--- src/rtl/imem_port_arbiter.sv ---
// Shares one single-port synchronous instruction RAM between the CPU fetch unit and the host loader.
// Fixed CPU priority with a host starvation guard; reads return one cycle after grant, out-of-range reads return zero.
module imem_port_arbiter #(
    parameter int MEM_DEPTH    = 64,
    parameter int STARVE_LIMIT = 8,
    parameter int CNT_W        = 4
) (
    input  logic        clk,
    input  logic        rst,
    input  logic        cpu_req,
    input  logic [15:0] cpu_addr,
    output logic        cpu_gnt,
    output logic        cpu_rvalid,
    output logic [31:0] cpu_rdata,
    input  logic        host_req,
    input  logic        host_we,
    input  logic [15:0] host_addr,
    input  logic [31:0] host_wdata,
    output logic        host_gnt,
    output logic        host_rvalid,
    output logic [31:0] host_rdata,
    output logic        mem_en,
    output logic        mem_we,
    output logic [15:0] mem_addr,
    output logic [31:0] mem_wdata,
    input  logic [31:0] mem_rdata
);

    typedef enum logic {
        CPU_PRI,
        HOST_FORCE
    } state_e;

    typedef enum logic [1:0] {
        OWN_NONE,
        OWN_CPU,
        OWN_HOST
    } owner_e;

    localparam logic [31:0]      DEPTH_U = MEM_DEPTH;
    localparam logic [CNT_W-1:0] LIMIT   = CNT_W'(STARVE_LIMIT);

    state_e            state_q, state_d;
    logic [CNT_W-1:0]  starve_q, starve_d;
    owner_e            owner_q, owner_d;
    logic              inr_q, inr_d;
    logic [31:0]       cpu_rdata_q;
    logic [31:0]       host_rdata_q;

    logic              cpu_inr;
    logic              host_inr;
    logic [31:0]       ret_dat;

    assign cpu_inr  = {16'd0, cpu_addr}  < DEPTH_U;
    assign host_inr = {16'd0, host_addr} < DEPTH_U;

    always_comb begin
        cpu_gnt   = 1'b0;
        host_gnt  = 1'b0;
        mem_en    = 1'b0;
        mem_we    = 1'b0;
        mem_addr  = 16'd0;
        mem_wdata = 32'd0;
        state_d   = state_q;
        starve_d  = starve_q;
        owner_d   = OWN_NONE;
        inr_d     = 1'b0;

        if (!rst) begin
            if (state_q == HOST_FORCE) begin
                host_gnt = host_req;
                cpu_gnt  = cpu_req && !host_req;
            end else begin
                cpu_gnt  = cpu_req;
                host_gnt = host_req && !cpu_req;
            end
        end

        // Out-of-range winners never touch the RAM, but reads still return (as zero).
        if (host_gnt) begin
            if (host_inr) begin
                mem_en    = 1'b1;
                mem_we    = host_we;
                mem_addr  = host_addr;
                mem_wdata = host_wdata;
            end
            if (!host_we) begin
                owner_d = OWN_HOST;
                inr_d   = host_inr;
            end
        end else if (cpu_gnt) begin
            if (cpu_inr) begin
                mem_en   = 1'b1;
                mem_addr = cpu_addr;
            end
            owner_d = OWN_CPU;
            inr_d   = cpu_inr;
        end

        if (host_req && !host_gnt) begin
            if (starve_q != LIMIT) begin
                starve_d = starve_q + 1'b1;
            end
            if (state_q == CPU_PRI && (starve_q + 1'b1) == LIMIT) begin
                state_d = HOST_FORCE;
            end
        end else begin
            starve_d = '0;
        end

        if (state_q == HOST_FORCE) begin
            state_d = CPU_PRI;
        end
    end

    assign ret_dat     = inr_q ? mem_rdata : 32'd0;
    assign cpu_rvalid  = (owner_q == OWN_CPU);
    assign host_rvalid = (owner_q == OWN_HOST);
    assign cpu_rdata   = cpu_rvalid  ? ret_dat : cpu_rdata_q;
    assign host_rdata  = host_rvalid ? ret_dat : host_rdata_q;

    always_ff @(posedge clk or posedge rst) begin
        if (rst) begin
            state_q      <= CPU_PRI;
            starve_q     <= '0;
            owner_q      <= OWN_NONE;
            inr_q        <= 1'b0;
            cpu_rdata_q  <= 32'd0;
            host_rdata_q <= 32'd0;
        end else begin
            state_q  <= state_d;
            starve_q <= starve_d;
            owner_q  <= owner_d;
            inr_q    <= inr_d;
            if (cpu_rvalid) begin
                cpu_rdata_q <= ret_dat;
            end
            if (host_rvalid) begin
                host_rdata_q <= ret_dat;
            end
        end
    end

endmodule

--- config.mk ---
export PLATFORM = sky130hd
export DESIGN_NAME = imem_port_arbiter
export DESIGN_NICKNAME = d
export VERILOG_FILES = /design/src/rtl/imem_port_arbiter.sv
export SDC_FILE = /design/constraint.sdc
export NUM_CORES = 1
export LEC_CHECK = 0
export CORE_MARGIN = 1
export CORE_UTILIZATION = 38
export CTS_CLUSTER_SIZE = 10
export DETAILED_ROUTE_END_ITERATION = 10
export PLACE_DENSITY = 0.85
export SETUP_SLACK_MARGIN = 0.3
export SLEW_MARGIN = 30
export SYNTH_ARGS = -nofsm -noshare
export SYNTH_HDL_FRONTEND = slang
export SYNTH_SLANG_ARGS = --single-unit
--- constraint.sdc ---
create_clock -name clk -period 9.2 [get_ports clk]
set_clock_uncertainty 0.15 [all_clocks]
set_input_delay 2.76 -clock clk [delete_from_list [all_inputs] [get_ports clk]]
set_output_delay 2.76 -clock clk [all_outputs]
set_load 0.1 [all_outputs]
## Yosys cells after proc, flatten, opt, wreduce, memory -nomap -nowiden

Cells that the tools add are included.

- Bits in registers: 72
- Input bits: 101
- Output and inout port bits: 118
- Word-level logic and storage cells: 52

- $add $sub $neg: 1
- $lt $le $gt $ge: 2
- Eq/ne operators: 5
- Muxes and demuxes: 30
- Bitwise operators: 1
- Reductions and logical operators: 7

Operators with widths:

| operator | count |
|---|---|
| $mux W32 | 5 |
| $mux W16 | 4 |
| $lt A16 B7 Y1 const B | 2 |
| $mux W1 | 17 |
| $mux W4 | 2 |
| $add A4 B1 Y4 const B | 1 |
| $eq A4 B4 Y1 const B | 1 |
| $logic_and A1 B1 Y1 | 4 |
| $mux W2 | 2 |
| $ne A4 B4 Y1 const B | 1 |
| $logic_not A1 Y1 | 3 |
| $eq A2 B1 Y1 const B | 1 |
| $eq A2 B2 Y1 const B | 1 |
| $ne A2 B1 Y1 const B | 1 |
| $not A1 Y1 | 1 |

## Longest topological paths before layout

Gate-level depths: netlist of run 1.

- Depth in word-level cells: 8
- Mapped depth: 7
- Gate-level depth less buffers: 6

## Worst setup path before layout of run 1

No wires, ideal clock.

- Kind: input -> output
- Start point: in rst
- End point: out mem_en
- Data arrival time: 6408 ps
- Required time: 6290 ps
- Path slack: -118 ps
- Stages on the path: 5
- Buffers on the path: 1
- Path through: inv_1 and3_1 and3_1 buf_6 or2_1

- Word-level cells in the longest chain between the ends: 3
- Elaborated cells on any way between the ends: 4
- Classes of those cells: 4 x mux

RTL lines:

| item | line | RTL |
|---|---|---|
| start, declared | 9 | `input logic rst,` |
| $mux W1 | 69 | `if (!rst) begin` |
| net cpu_gnt | 12 | `output logic cpu_gnt,` |
| $mux W1 | 91 | `end else if (cpu_gnt) begin` |
| $mux W1 | 80 | `if (host_gnt) begin` |
| end, declared | 22 | `output logic mem_en,` |

The timed path passes the listed nets, and every way through them passes these cells.

## Worst setup path after layout of run 1

- Start point: in cpu_req
- End point: out mem_wdata[6]

- Word-level cells in the longest chain between the ends: 5

RTL lines:

| item | line | RTL |
|---|---|---|
| start, declared | 10 | `input logic cpu_req,` |
| $logic_not A1 Y1 | 75 | `host_gnt = host_req && !cpu_req;` |
| $logic_and A1 B1 Y1 | 75 |  |
| $mux W1 | 70 | `if (state_q == HOST_FORCE) begin` |
| $mux W1 | 69 |  |
| $mux W32 | 80 |  |
| end, declared | 25 | `output logic [31:0] mem_wdata,` |

No other way between the ends.

==> flow_summary.ini, run 1 <==
[run_status]
status = complete, no violations

[global_routing]
gr-usage-all-layers_pct = 23.2
grt-ovfl-total = 0
grt_first_pass_wirelength_mm = 15.4
grt_start_max_net_pins = 74
antenna_found_initial = 0
grt_pass1_vias = 3297

[cts]
clock_latency_ps = 330
cts_resized = 0
cts-root-buf = clkbuf_8
post-cts-setup-buffers = 0
cts_tree = done
cts-htree-levels = 3
cts_hold_buf = 0
cts_buffers = 9
cts.sinks = 72
cts_max_path_buffers = 2
clkTransAtPathRegs_ps = 70

[synthesis]
seq_area_frac_synth_pct = 55.8
ys_types = 33
avgSynthCellArea_um2 = 9.27
synth.area.top_cells = dfrtp_1, nand2_1, o21ai_1
syn-cell-area_um2 = 3230
synth_commonest_cells = nand2_1, dfrtp_1, o21ai_1
yosysWarnings = 0
netlist.area_leader.share_pct = 55.8
synth_most_common_cell = nand2_1
synthArstFlopShare_pct = 100
synth_edf_count = 0
synth-main-ff-cell = dfrtp_1
syn-instance-count = 348
post-synth-top-area-cell = dfrtp_1
ys_ff_latch = 72

[critical_path]
rr_startpoint = owner_q[0]$_DFF_PP0_
crit_slowest_cell = and4_2
slowest_delay_ps = 590
path_cells = clkdlybuf4s50_1 > nor2b_1 > nor2_1 > nand2_2 > inv_2 > and4_2 > and2_1 > buf_4
cp.required_ps = 6290
worstSetupStartpointType = primary input
critical_path_buf_inv_count = 3
r2r_cells = 4
cp_max_fo = 41
cp.arrival_ps = 4850
r2r_setup_slack_ps = 7280
critical_path_class = primary input to primary output
critical_path.top_delay_family = simple AND/OR/NAND/NOR gates
timing.rr.end = host_rdata_q[7]$_DFF_PP0_
critPathCaptureType = primary output

[cells_and_area]
final_layout_size_suffix_gt1_share_pct = 13.8
area_delta_synth_final_pct = 72.6
register_area_um2 = 1800
nFillCells = 652
final_cells = 656
fin_area_um2 = 5570
final_util_pct = 67.8
multi_input_area_um2 = 1270
antenna_cells = 0
nNetsFinal = 650

[sta]
worst_pin_slew_ps = 1020
timing.final.max_slew_violations = 0
fin_ws_ps = 1440
clock.fmax_mhz = 129
finalSetupTns_ps = 0
min_period_over_period_pct = 84.3
rsz0062_at_grt = false
slew_headroom_pct = 31.9
setup_viol = 0
hold_viol_final = 0
period_needed_ps = 7760
holdWs_ps = 345

[power]
powerDensity_nw_per_um2 = 159
p_leak_nw = 2.44
vdd_drop_max_uv = 75.8
power.total_mw = 0.888

[floorplan]
die_area_um2 = 8860
initial_utilization_pct = 39.3
rows = 33
die_h_um = 94.2
core_um2 = 8220
die_w_um = 94.2
pin_count = 219

[min_path]
hold_depth = 2
min_from = cpu_rdata_q[22]$_DFF_PP0_
hp-class = register to register
holdPathEnd = cpu_rdata_q[22]$_DFF_PP0_

[detailed_routing]
wl_per_cell_um = 15.5
drt_first_pass_iters = 4
wirelength_mm = 10.2
drt_iter0_drc = 127
drc_errors = 0
drt.antenna.violating_nets = 0
vias = 3153
vias_per_cell = 4.81

[placement]
dpl.cell_count = 640
dp_slack_ps = 1110
place_hpwl_mm = 7.89
place_congestion = 0.798
io_buffers = 208
placed_area_um2 = 5320

[flow_run]
cap_violations = 0
[worst max-delay path by stage]
stage / start / endpoint / slack (ps) / cells past startpoint
floorplan: rst / mem_en / 700 / 5
global placement: cpu_req / mem_wdata[6] / 1220 / 8
detailed placement: cpu_req / mem_wdata[6] / 1110 / 8
CTS: cpu_req / mem_wdata[6] / 1110 / 8
global route: cpu_req / mem_wdata[6] / 1290 / 8
finish: cpu_req / mem_wdata[6] / 1440 / 8
[cells in the final DEF, fill, tap and decap left out, drive strengths merged, types with 6 or more instances in the layout]
cell | netlist | layout
inv | 7 | 6
dfrtp | 72 | 72
o21ai | 65 | 65
nor2 | 6 | 6
clkdlybuf4s50 | 0 | 167
buf | 17 | 43
nand2 | 99 | 99
and2 | 33 | 33
clkbuf | 15 | 11
conb | 1 | 10
a32o | 6 | 6
[cells by family (layout without fill, tap and decap cells)]
kind of cell	Yosys count	count (layout)	synth area share, %
AND/OR/NAND/NOR	156	156	23.1
other	1	10	0.116
adder cells (fa/ha/maj)	3	3	1.16
XOR/XNOR	3	3	0.814
buffers and inverters	39	233	6.09
AO/OA/AOI/OAI	73	73	12.6
flip-flops	72	72	55.8
multiplexers	1	1	0.310
[metal layers]
metal  share of wire, %  global-route usage (%)  wire length [um]  vias up
met2                 54                    42.1              5500      150
met4                3.7                    12.8               376        0
met3                8.0                    7.12               816       28
li1                   -                       -                 -     1507
met1                 34                    23.4              3490     1468
met5                  0                       0                 0        -
[power by group]
| part | internal [mW] | total (mW) | switching, mW |
|---|---|---|---|
| Combinational | 0.0722 | 0.251 | 0.179 |
| Clock | 0.188 | 0.298 | 0.111 |
| Sequential | 0.333 | 0.338 | 0.00565 |
[final cells by class]
cell class                 instances  area share (%)
clock buffer                      11            2.54
clock inverter                     5            1.86
inverter                           7           0.539
multi-input combinational        246            22.9
sequential                        72            32.4
tap                              105            2.36
timing repair buffer             210            37.5
[flip-flops by register name, summed over array words and instances, names as in the netlist]
| register | cells |
|---|---|
| cpu_rdata_q | 32 |
| host_rdata_q | 32 |
| starve_q | 4 |
| owner_q | 2 |
| inr_q | 1 |
| state_q | 1 |
[worst register-to-register path, stage by stage, from the launching register on]
cell,delay (ps)
dfrtp_1,390
nand2b_2,550
buf_4,470
nand2_1,120
o21ai_1,150
No activity file was read; power rests on OpenSTA's default activity.
==> inputs of run 2 (changes only) <==
--- a/config.mk
+++ b/config.mk
@@ -6,10 +6,10 @@
 export NUM_CORES = 1
 export LEC_CHECK = 0
 export CORE_MARGIN = 1
-export CORE_UTILIZATION = 38
+export CORE_UTILIZATION = 32
 export CTS_CLUSTER_SIZE = 10
 export DETAILED_ROUTE_END_ITERATION = 10
-export PLACE_DENSITY = 0.85
+export PLACE_DENSITY = 0.77
 export SETUP_SLACK_MARGIN = 0.3
 export SLEW_MARGIN = 30
 export SYNTH_ARGS = -nofsm -noshare
==> constraint.sdc (replaced) <==
create_clock -name clk -period 7.1 [get_ports clk]
set_clock_uncertainty 0.15 [all_clocks]
set_input_delay 2.13 -clock clk [delete_from_list [all_inputs] [get_ports clk]]
set_output_delay 2.13 -clock clk [all_outputs]
set_load 0.1 [all_outputs]
==> run 2 against run 1 <==
Net effect: hold slack worse by 1.7 ps; clock-buffer cell count up 2; register-to-register slack worse by 2000 ps; first-iteration DRC count down 4.7%; power up 17%; worst setup slack worse by 720 ps; critical endpoint is now mem_wdata[15]; final area up 4.2%; cell count up 4.6%; sequential share of layout area down 1.3 points.
==> flow_summary.ini, run 2 (same netlist as run 1, synthesis figures left out) <==
[run_status]
status = complete, no violations

[cts]
post-cts-setup-buffers = 0
cts_buffers = 9
cts-root-buf = clkbuf_8
cts-htree-levels = 3
cts_max_path_buffers = 2
cts_tree = done
cts_hold_buf = 0
cts.sinks = 72
clock_latency_ps = 340
cts_resized = 0
clkTransAtPathRegs_ps = 70

[detailed_routing]
vias_per_cell = 4.53
drt_first_pass_iters = 4
drt.antenna.violating_nets = 0
wirelength_mm = 10.5
vias = 3109
drt_iter0_drc = 121
wl_per_cell_um = 15.3
drc_errors = 0

[power]
p_leak_nw = 2.63
powerDensity_nw_per_um2 = 178
p_sw_mw = 0.381
seqPwrFrac_pct = 42.3
power.total_mw = 1.03
pwr-share-clk_pct = 26.8
switching_share_pct = 36.8
combPwrFrac_pct = 30.9
intPower_mw = 0.654
vdd_drop_max_uv = 105

[floorplan]
rows = 36
die_w_um = 102
pin_count = 219
die_h_um = 102
initial_utilization_pct = 33.0
die_area_um2 = 10500
core_um2 = 9770

[critical_path]
critical_path_class = primary input to primary output
r2r_cells = 7
r2r_setup_slack_ps = 5330
cp.arrival_ps = 4100
critPathCaptureType = primary output
cp_max_fo = 31
rr_startpoint = state_q$_DFF_PP0_
slowest_delay_ps = 440
timing.rr.end = inr_q$_DFF_PP0_
crit_slowest_cell = clkdlybuf4s50_1
path_cells = clkdlybuf4s50_1 > nor2b_1 > nor2_1 > nand2_2 > inv_2 > and4_1 > buf_4 > and2_1 > buf_12
cp.required_ps = 4820
worstSetupStartpointType = primary input

[min_path]
min_from = host_rdata_q[22]$_DFF_PP0_
hp-class = register to register
holdPathEnd = host_rdata_q[22]$_DFF_PP0_
hold_depth = 2

[cells_and_area]
fin_area_um2 = 5800
final_cell_mix = clkdlybuf4s50_1, nand2_1, dfrtp_1
register_area_um2 = 1800
layout_commonest_cell = clkdlybuf4s50_1
nNetsFinal = 652
final_layout_size_suffix_gt1_share_pct = 25.7
nFillCells = 828
antenna_cells = 0
area_delta_synth_final_pct = 79.9
largestRegisters = cpu_rdata_q (32), host_rdata_q (32), starve_q (4)
final_util_pct = 59.4
multi_input_area_um2 = 1270

[sta]
hold_viol_final = 0
slew_headroom_pct = 33.8
timing.final.max_slew_violations = 0
rsz0062_at_grt = false
worst_pin_slew_ps = 990
clock.fmax_mhz = 157
finalSetupTns_ps = 0
setup_viol = 0
period_needed_ps = 6380
min_period_over_period_pct = 89.8

[global_routing]
grt_start_max_net_pins = 74
antenna_found_initial = 0
grt-ovfl-total = 0
grt_pass1_vias = 3197
grt_first_pass_wirelength_mm = 15.6
gr-usage-all-layers_pct = 20.3

[placement]
io_buffers = 208
place_hpwl_mm = 8.28
placed_area_um2 = 5630
place_congestion = 0.817

[flow_run]
cap_violations = 0
-- run 2: changes by cell type in the layout (fill, tap and decap cells not counted), sizes merged --
cell and change:
buf +67, bufinv -3, clkbuf +2, clkdlybuf4s50 -65, clkinvlp +1
-- run 2: worst max path at each step --
stage	from	end	slack [ps]	depth (start not counted)
global route	cpu_req	mem_wdata[8]	520	9
floorplan	rst	mem_addr[0]	290	5
CTS	cpu_req	mem_wdata[31]	700	9
global placement	cpu_req	mem_wdata[11]	760	9
finish	cpu_req	mem_wdata[15]	720	9
detailed placement	cpu_req	mem_wdata[31]	700	9
-- run 2: per-layer routing --
metal | track usage [%] | wire, um
met5 | 0 | 0
met4 | 12.4 | 408
met3 | 6.50 | 873
met2 | 37.5 | 5600
met1 | 19.4 | 3590
-- run 2: stage by stage --
step	hold WS [ps]	setup WS, ps	std cells
3_5_place_dp	334	702	670
6_report	343	721	686
2_1_floorplan	380	289	357
5_1_grt	366	520	686
4_1_cts	350	703	686
3_3_place_gp	327	764	670
-- run 2: final cells by class --
| cell class | instances | area share (%) |
|---|---|---|
| Timing Repair Buffer | 212 | 40.7 |
| Sequential cell | 72 | 31.1 |
| Multi-Input combinational cell | 246 | 22.0 |
| Tap cell | 133 | 2.87 |
| Clock buffer | 13 | 2.57 |
| Inverter | 7 | 0.517 |
| Clock inverter | 3 | 0.302 |
-- run 2: worst max-delay path, delay by kind of cell --
family / cells / cell delay [ps]
buffers and inverters: 4 / 1020
and+or+nand+nor: 5 / 950
-- run 2: power by group through the flow --
stage	Sequential (mW)	Combinational, mW	Clock, mW
floorplan	0.445	0.222	0
global placement	0.445	0.319	0
detailed placement	0.446	0.321	0
CTS	0.438	0.322	0.287
global route	0.440	0.335	0.306
finish	0.438	0.320	0.277
